**src/rtl/cpu_regfile_pkg.sv**
```systemverilog
// Shared defaults, index-width helper and default-size types for the scoreboarded register file.
package cpu_regfile_pkg;

  localparam int REG_COUNT_DEF  = 32;
  localparam int DATA_WIDTH_DEF = 32;

  function automatic int addr_width(input int n);
    return (n > 1) ? $clog2(n) : 1;
  endfunction

  localparam int AW_DEF = addr_width(REG_COUNT_DEF);

  typedef logic [AW_DEF-1:0]         reg_idx_t;
  typedef logic [DATA_WIDTH_DEF-1:0] reg_data_t;

endpackage

```
**src/rtl/cpu_pend_counter.sv**
```systemverilog
// Saturating pending-write counter for one architectural register.
module cpu_pend_counter #(
  parameter int PEND_MAX = 3
) (
  input  logic clock,
  input  logic reset_n,
  input  logic inc,
  input  logic dec,
  output logic is_zero,
  output logic is_one,
  output logic is_max
);

  localparam int CW = $clog2(PEND_MAX + 1);

  logic [CW-1:0] count;

  // A simultaneous issue and writeback cancel out, including at zero.
  always_ff @(posedge clock) begin
    if (!reset_n) begin
      count <= '0;
    end else if (inc && !dec && !is_max) begin
      count <= count + CW'(1);
    end else if (dec && !inc && !is_zero) begin
      count <= count - CW'(1);
    end
  end

  assign is_zero = (count == '0);
  assign is_one  = (count == CW'(1));
  assign is_max  = (count == CW'(PEND_MAX));

endmodule

```
**src/rtl/cpu_scoreboard_regfile.sv**
```systemverilog
// Register file with per-register pending-write counters for issue hazard checks.
// Optional same-cycle writeback forwarding is enabled by defining CPU_REGFILE_BYPASS_EN.
module cpu_scoreboard_regfile
  import cpu_regfile_pkg::*;
#(
  parameter int REG_COUNT  = REG_COUNT_DEF,
  parameter int DATA_WIDTH = DATA_WIDTH_DEF,
  parameter int READ_PORTS = 2,
  parameter int PEND_MAX   = 3,
  localparam int AW        = addr_width(REG_COUNT)
) (
  input  logic                             clock,
  input  logic                             reset_n,
  input  logic                             id_valid,
  output logic                             id_ready,
  input  logic [READ_PORTS*AW-1:0]         id_rs,
  input  logic [AW-1:0]                    id_rd,
  input  logic                             id_rd_we,
  output logic [READ_PORTS*DATA_WIDTH-1:0] rs_data,
  output logic                             rs_valid,
  input  logic                             wb_en,
  input  logic [AW-1:0]                    wb_rd,
  input  logic [DATA_WIDTH-1:0]            wb_data,
  output logic                             wb_err
);

`ifdef CPU_REGFILE_BYPASS_EN
  localparam bit BYPASS_EN = 1'b1;
`else
  localparam bit BYPASS_EN = 1'b0;
`endif

  logic [DATA_WIDTH-1:0] regs [REG_COUNT];

  logic [REG_COUNT-1:0] pend_zero;
  logic [REG_COUNT-1:0] pend_one;
  logic [REG_COUNT-1:0] pend_max;
  logic [REG_COUNT-1:0] pend_inc;
  logic [REG_COUNT-1:0] pend_dec;

  logic [READ_PORTS-1:0]            src_blocked;
  logic [READ_PORTS*DATA_WIDTH-1:0] operand;
  logic                             dst_blocked;
  logic                             issue_fire;

  // Register 0 is untracked: always idle, never full.
  assign pend_zero[0] = 1'b1;
  assign pend_one[0]  = 1'b0;
  assign pend_max[0]  = 1'b0;
  assign pend_inc[0]  = 1'b0;
  assign pend_dec[0]  = 1'b0;

  for (genvar i = 1; i < REG_COUNT; i++) begin : g_pend
    assign pend_inc[i] = issue_fire && id_rd_we && (id_rd == AW'(i));
    assign pend_dec[i] = wb_en && (wb_rd == AW'(i));

    cpu_pend_counter #(.PEND_MAX(PEND_MAX)) u_cnt (
      .clock   (clock),
      .reset_n (reset_n),
      .inc     (pend_inc[i]),
      .dec     (pend_dec[i]),
      .is_zero (pend_zero[i]),
      .is_one  (pend_one[i]),
      .is_max  (pend_max[i])
    );
  end

  for (genvar k = 0; k < READ_PORTS; k++) begin : g_src
    logic [AW-1:0] src_idx;
    logic          fwd;

    assign src_idx = id_rs[k*AW +: AW];
    // Only the last outstanding write may be forwarded; older ones would be overwritten.
    assign fwd = BYPASS_EN && wb_en && (wb_rd == src_idx) && pend_one[src_idx];
    assign src_blocked[k] = (src_idx != '0) && !pend_zero[src_idx] && !fwd;
    assign operand[k*DATA_WIDTH +: DATA_WIDTH] =
      (src_idx == '0) ? '0 : (fwd ? wb_data : regs[src_idx]);
  end

  assign dst_blocked = id_rd_we && (id_rd != '0) && pend_max[id_rd] &&
                       !(wb_en && (wb_rd == id_rd));
  assign id_ready    = !(|src_blocked) && !dst_blocked;
  assign issue_fire  = id_valid && id_ready;

  always_ff @(posedge clock) begin
    if (!reset_n) begin
      for (int i = 0; i < REG_COUNT; i++) begin
        regs[i] <= '0;
      end
      rs_data  <= '0;
      rs_valid <= 1'b0;
      wb_err   <= 1'b0;
    end else begin
      if (wb_en && (wb_rd != '0)) begin
        regs[wb_rd] <= wb_data;
        if (pend_zero[wb_rd] && !pend_inc[wb_rd]) begin
          wb_err <= 1'b1;
        end
      end
      rs_valid <= issue_fire;
      if (issue_fire) begin
        rs_data <= operand;
      end
    end
  end

endmodule

```
**config.mk**
```make
export PLATFORM = sky130hd
export DESIGN_NAME = cpu_scoreboard_regfile
export DESIGN_NICKNAME = d
export VERILOG_FILES = /design/src/rtl/cpu_regfile_pkg.sv /design/src/rtl/cpu_pend_counter.sv /design/src/rtl/cpu_scoreboard_regfile.sv
export SDC_FILE = /design/constraint.sdc
export NUM_CORES = 2
export LEC_CHECK = 0
export BUFFER_PORTS_ARGS = -buffer_cell sky130_fd_sc_hd__buf_2
export CAP_MARGIN = 10
export CORE_UTILIZATION = 64
export CTS_BUF_LIST = sky130_fd_sc_hd__clkbuf_16
export CTS_CLUSTER_SIZE = 12
export DETAILED_ROUTE_END_ITERATION = 16
export GPL_TIMING_DRIVEN = 0
export HOLD_SLACK_MARGIN = 0.15
export PLACE_DENSITY = 0.81
export SLEW_MARGIN = 20
export SYNTH_ARGS = -nofsm -noshare
export SYNTH_HDL_FRONTEND = slang
export SYNTH_SLANG_ARGS = --single-unit
```
**constraint.sdc**
```tcl
create_clock -name clock -period 5.3 [get_ports clock]
set_clock_uncertainty 0.15 [all_clocks]
set_input_delay 0.265 -clock clock [delete_from_list [all_inputs] [get_ports clock]]
set_output_delay 0.265 -clock clock [all_outputs]
set_load 0.02 [all_outputs]
```
; ---- Word level (Yosys, flattened, before mapping)
; Memory sizes are Yosys's and may differ from the RTL's.
; Index checks and enable logic that the tools add are counted.
; Widths: inputs -> output; s select.
[op_classes]
addsub = 62
n_lt_le_gt_ge = 4
n_eq_ne = 94
mux = 81
reduce_logical = 398
[op_table]
columns = cell, count
row1 = $logic_and 1x1->1, 197
row2 = $eq 5x5->1 const B, 32
row3 = $logic_not 1->1, 130
row4 = $mux 2, 62
row5 = $mux 32, 3
row6 = $eq 5x4->1 const B, 16
row7 = $add 2x1->2 const B, 31
row8 = $eq 2x2->1 const B, 31
row9 = $logic_not 2->1, 31
row10 = $reduce_bool 2->1, 31
row11 = $sub 2x1->2 const B, 31
row12 = $eq 5x3->1 const B, 8
row13 = $reduce_or 32->1, 1
row14 = $bmux 1 s5, 5
row15 = $lt 5x6->1 const B, 4
row16 = $eq 5x2->1 const B, 4
row17 = $reduce_bool 5->1, 4
row18 = $eq 5x1->1 const B, 2
row19 = $logic_not 5->1, 2
row20 = $mux 1, 10
row21 = $eq 5x5->1, 1
row22 = $mux 5, 1
row23 = $reduce_and 2->1, 1
row24 = $reduce_or 2->1, 1
[word_totals]
reg_bits = 128
ramBits = 1024
in_bits = 57
output_inout_bits = 67
wordCells = 674
n_memories = 1
[mem_list]
columns = name, words, word_bits, read_ports, rd_ports_with_merged_regs, write_ports, line_no
row1 = regs, 32, 32, 2, 0, 32, cpu_scoreboard_regfile.sv:33  ; logic [DATA_WIDTH-1:0] regs [REG_COUNT];

; ---- Longest topological paths before layout
[logic_depth]
ltp_word = 16
depth_mapped = 13

; ---- Cells and area by module
; A second synthesis with hierarchy kept.
[hier_totals]
hier_cells = 4364
hier_area_um2 = 63769.9
[modules_own_cells]
columns = mod, n_inst, cells_per_inst, area_per_inst_um2, seq_area_each_um2
row1 = cpu_scoreboard_regfile, 1, 3690, 58429.8, 32070.8
row2 = cpu_pend_counter at g_pend[10].u_cnt ..., 29, 22, 172.7, 40.0
row3 = cpu_pend_counter at g_pend[9].u_cnt, 1, 20, 170.2, 40.0
row4 = cpu_pend_counter at g_pend[8].u_cnt, 1, 16, 162.7, 40.0

; ---- Least setup slack after synthesis
; No wires, ideal clock.
[synth_timing]
kind = input -> register
start = input wb_rd[1]
end = memory regs[22][0] (netlist bit) (enable)
setup_ps = 466
t_arrival_ps = 3701
required_time_ps = 4684
path_slack_ps = 984
stages = 6
n_path_buf = 3
cell_sequence = clkbuf_1 > buf_1 > nor2b_1 > nand2_1 > clkbuf_1 > o21ai_0
[synth_rtl]
columns = item, line_no
row1 = "start, declared", cpu_scoreboard_regfile.sv:22  ; input logic [AW-1:0] wb_rd,
row2 = "end, declared", cpu_scoreboard_regfile.sv:33

; ---- Final worst setup path
[layout_timing]
start = register g_pend[13].u_cnt.count[0]
end = register rs_data[41]
[layout_via]
elab_chain_len = 9
word_cells_on_any_way = 19
classes_between = eq/ne (1) / mux (6) / reduce/logical (12)
[layout_rtl]
columns = item, line_no
row1 = "start, declared", cpu_pend_counter.sv:16  ; logic [CW-1:0] count;
row2 = "start signal, assigned", cpu_pend_counter.sv:23  ; count <= count + CW'(1);
row3 = "start signal, assigned", cpu_pend_counter.sv:25  ; count <= count - CW'(1);
row4 = $logic_not 2->1, cpu_pend_counter.sv:29  ; assign is_zero = (count == '0);
row5 = $bmux 1 s5, cpu_scoreboard_regfile.sv:75  ; assign src_blocked[k] = (src_idx != '0) && !pend_zero[src_idx] && !fwd;
row6 = $mux 1 (not written as such), cpu_scoreboard_regfile.sv:75
row7 = $logic_not 1->1, cpu_scoreboard_regfile.sv:75
row8 = $logic_and 1x1->1, cpu_scoreboard_regfile.sv:75
row9 = $reduce_or 2->1, cpu_scoreboard_regfile.sv:82  ; assign id_ready = !(|src_blocked) && !dst_blocked;
row10 = $logic_not 1->1, cpu_scoreboard_regfile.sv:82
row11 = $logic_and 1x1->1 *, cpu_scoreboard_regfile.sv:82
row12 = $logic_and 1x1->1 *, cpu_scoreboard_regfile.sv:83  ; assign issue_fire = id_valid && id_ready;
row13 = "end signal, assigned", cpu_scoreboard_regfile.sv:102  ; rs_data <= operand;
row14 = "end, declared", cpu_scoreboard_regfile.sv:19  ; output logic [READ_PORTS*DATA_WIDTH-1:0] rs_data,
; Every way passes the cells marked *; elsewhere a longest branch is shown, timed or not. The select of a mux whose other input is x is not followed.
; A chain may end at the register's enable or synchronous reset.

==> flow_metrics.tcl <==
set metrics [dict create \
    max_freq_mhz 226 \
    clk_latency_ns 0.76 \
    wire_per_inst_um 43.2 \
    synthCells 4443 \
    sw_frac_of_total 0.280 \
    drcViolationCount 0 \
    cts_tree "done" \
    final_layout_size_suffix_gt1_frac 0.200 \
    rows 113 \
    clockBufferDepth 3 \
    period_needed_ns 4.42 \
    synth_cell_types 74 \
    ys_seq_elements 1152 \
    core_um2 95400 \
    grt_setup_unrepaired "no" \
    hpwlAfterDp_um 190000 \
    fillers 5926 \
    drv_slew 0 \
    internal_power_mw 15.8 \
    path_max_fanout 10 \
    ios 124 \
    period_share 0.834 \
    final_cells 6152 \
    fin_nets 4831 \
    peakVddDrop_mv 0.277 \
    synth.avg_cell_area_um2 13.9 \
    placed_cells 5882 \
    htree_levels 3 \
    arrival_ns 4.92 \
    fp.dieW_um 313 \
    multi_input_area_um2 27000 \
    outcome "finished, final reports clean" \
    hold_viol_final 0 \
    power.total_mw 21.9 \
    yosysSeqAreaShare 0.538 \
    antenna_found_initial 27 \
    via_per_inst 7.97 \
    wl_um 266000 \
    min_from "id_rd[4]" \
    cap_violations 0 \
    mostFrequentLayoutCells "edfxtp_1 (1024), and2_1 (902), mux4_2 (518)" \
    pwr-share-seq 0.489 \
    synthFlopType "edfxtp_1" \
    numCtsBuffers 117 \
    rr_startpoint "g_pend[13].u_cnt.count[0]" \
    first_iter_violations 9970 \
    max-slew-margin-rel 0.0823 \
    setup_viol 0 \
    grt.total_usage 0.542 \
    postCtsSetupBuffers 0 \
    clkPwrFrac 0.359 \
    syn_to_final_growth_pct 12.0 \
    pwr-share-comb 0.153 \
    startpoint "g_pend[13].u_cnt.count[0]" \
    first_global_vias 47800 \
    initial_utilization 0.649 \
    leakage_nw 24.4 \
    cts_root_buffer "clkbuf_16" \
    ys_warn_count 0 \
    setup.worst_path.class "flip-flop to flip-flop" \
    fin_util 0.727 \
    drt-pass1-iter-count 9 \
    hold_path_class "input pin to flip-flop" \
    gp_congestion 1.06 \
    crit_path_end_kind "flip-flop" \
    worst_pin_slew_ns 1.38 \
    power.net_switching_mw 6.13 \
    netlist_area_um2 62000 \
    final_common_cell "edfxtp_1" \
    p_per_area_nw_per_um2 316 \
    grt_start_max_net_pins 40 \
    die_h_um 313 \
    synth-edff-count 1024 \
    grt_first_pass_wirelength_um 361000 \
    cts.sinks 1152 \
    route.vias.total 49000 \
    clkTransAtPathRegs_ns 0.06 \
    seq_area_um2 33300 \
    crit_required_ns 5.80 \
    start_kind "flip-flop" \
    route.antenna.remaining_nets 0 \
    dieArea_um2 98100 \
    grt_overflow 0 \
    async_flop_share 0 \
    portBuffers 107 \
]
-- power by group through the flow --
| stage | logic, mW | clock network [mW] | registers (mW) |
|---|---|---|---|
| floorplan | 1.66 | 0 | 10.8 |
| global placement | 2.91 | 0 | 10.8 |
| detailed placement | 3.05 | 0 | 10.8 |
| CTS | 3.10 | 7.69 | 10.7 |
| global route | 3.27 | 8.03 | 10.7 |
| finish | 3.34 | 7.86 | 10.7 |
-- registers in the layout, indices dropped and copies added, names as in the netlist --
signal,count
rs_data,64
regs,1024
g_pend.u_cnt.count,62
rs_valid,1
wb_err,1
-- routing by layer --
metal,up-vias,track usage,share of wire
li1,18000,-,-
met4,16,0.536,0.13
met2,5908,0.780,0.42
met5,-,0,0.00065
met3,1679,0.242,0.17
met1,23400,0.590,0.28
-- worst max-delay path, cell delays in order (launching register included) --
cell,delay [ns]
dfxtp_1,0.36
nor2_1,0.73
a21oi_1,0.15
mux4_2,0.50
a32o_1,0.25
or2_4,0.27
nor4_4,0.49
buf_4,0.30
nand3b_2,0.33
clkbuf_1,0.49
o2bb2ai_1,0.29
-- layout make-up --
class / instances / share of cell area
Clock inverter: 94 / 0.00765
Inverter: 29 / 0.00157
Tap cell: 1265 / 0.0228
Sequential cell: 1152 / 0.480
Timing Repair Buffer: 181 / 0.0263
Antenna cell: 19 / 0.000685
Clock buffer: 119 / 0.0429
Multi-Input combinational cell: 2820 / 0.390
Buffer: 473 / 0.0284
-- kinds of logic after synthesis --
logic type,after synthesis,share of synthesized area
buffers and inverters,502,0.0326
AOI/OAI and AO/OA,505,0.0612
DFF,1152,0.538
and+or+nand+nor,1527,0.142
other,1,0.0000605
muxes,751,0.226
xor gates and xnor gates,5,0.000707
-- repair_timing --
item / CTS / global route
hold buffers: 36 / 0
gates resized for setup: 0 / 0
endpoints found under the hold margin: 327 / 0
-- through the flow --
stage	worst slack (ns)	instance area [um^2]	TNS [ns]	hold WS [ns]
5_1_grt	0.969	69400	0	0.242
3_3_place_gp	-2.84	64200	-1202.77	0.290
6_report	0.877	69400	0	0.165
4_1_cts	1.13	69300	0	0.183
3_5_place_dp	0.930	65400	0	0.292
2_1_floorplan	0.984	62100	0	0.332
-- cells in the mapped netlist (20+ instances only) --
cell | number | area, um^2
mux2i_1 | 230 | 2300
buf_1 | 44 | 165
o21ai_0 | 49 | 245
nor3_1 | 37 | 185
and2_1 | 902 | 5640
dfxtp_1 | 128 | 2560
a21oi_1 | 63 | 315
o221ai_1 | 93 | 815
o2bb2ai_1 | 25 | 219
nand2_1 | 152 | 571
nand3_1 | 45 | 225
o22ai_1 | 58 | 363
a31oi_1 | 20 | 125
clkbuf_1 | 357 | 1340
and3_1 | 110 | 688
buf_2 | 58 | 290
o2111ai_1 | 25 | 219
edfxtp_1 | 1024 | 30700
a32o_1 | 41 | 410
nor2_1 | 171 | 642
inv_1 | 24 | 90.1
or4_1 | 21 | 158
mux4_2 | 518 | 11700
-- final timing paths --
check	cells after the start	slack [ns]	to
hold / removal	5	0.16	g_pend[21].u_cnt.count[0]
setup / recovery	10	0.88	rs_data[41]
setup reg to reg	10	0.88	rs_data[41]
hold reg to reg	1	0.31	rs_data[8]
No activity file was read; power rests on OpenSTA's default activity.
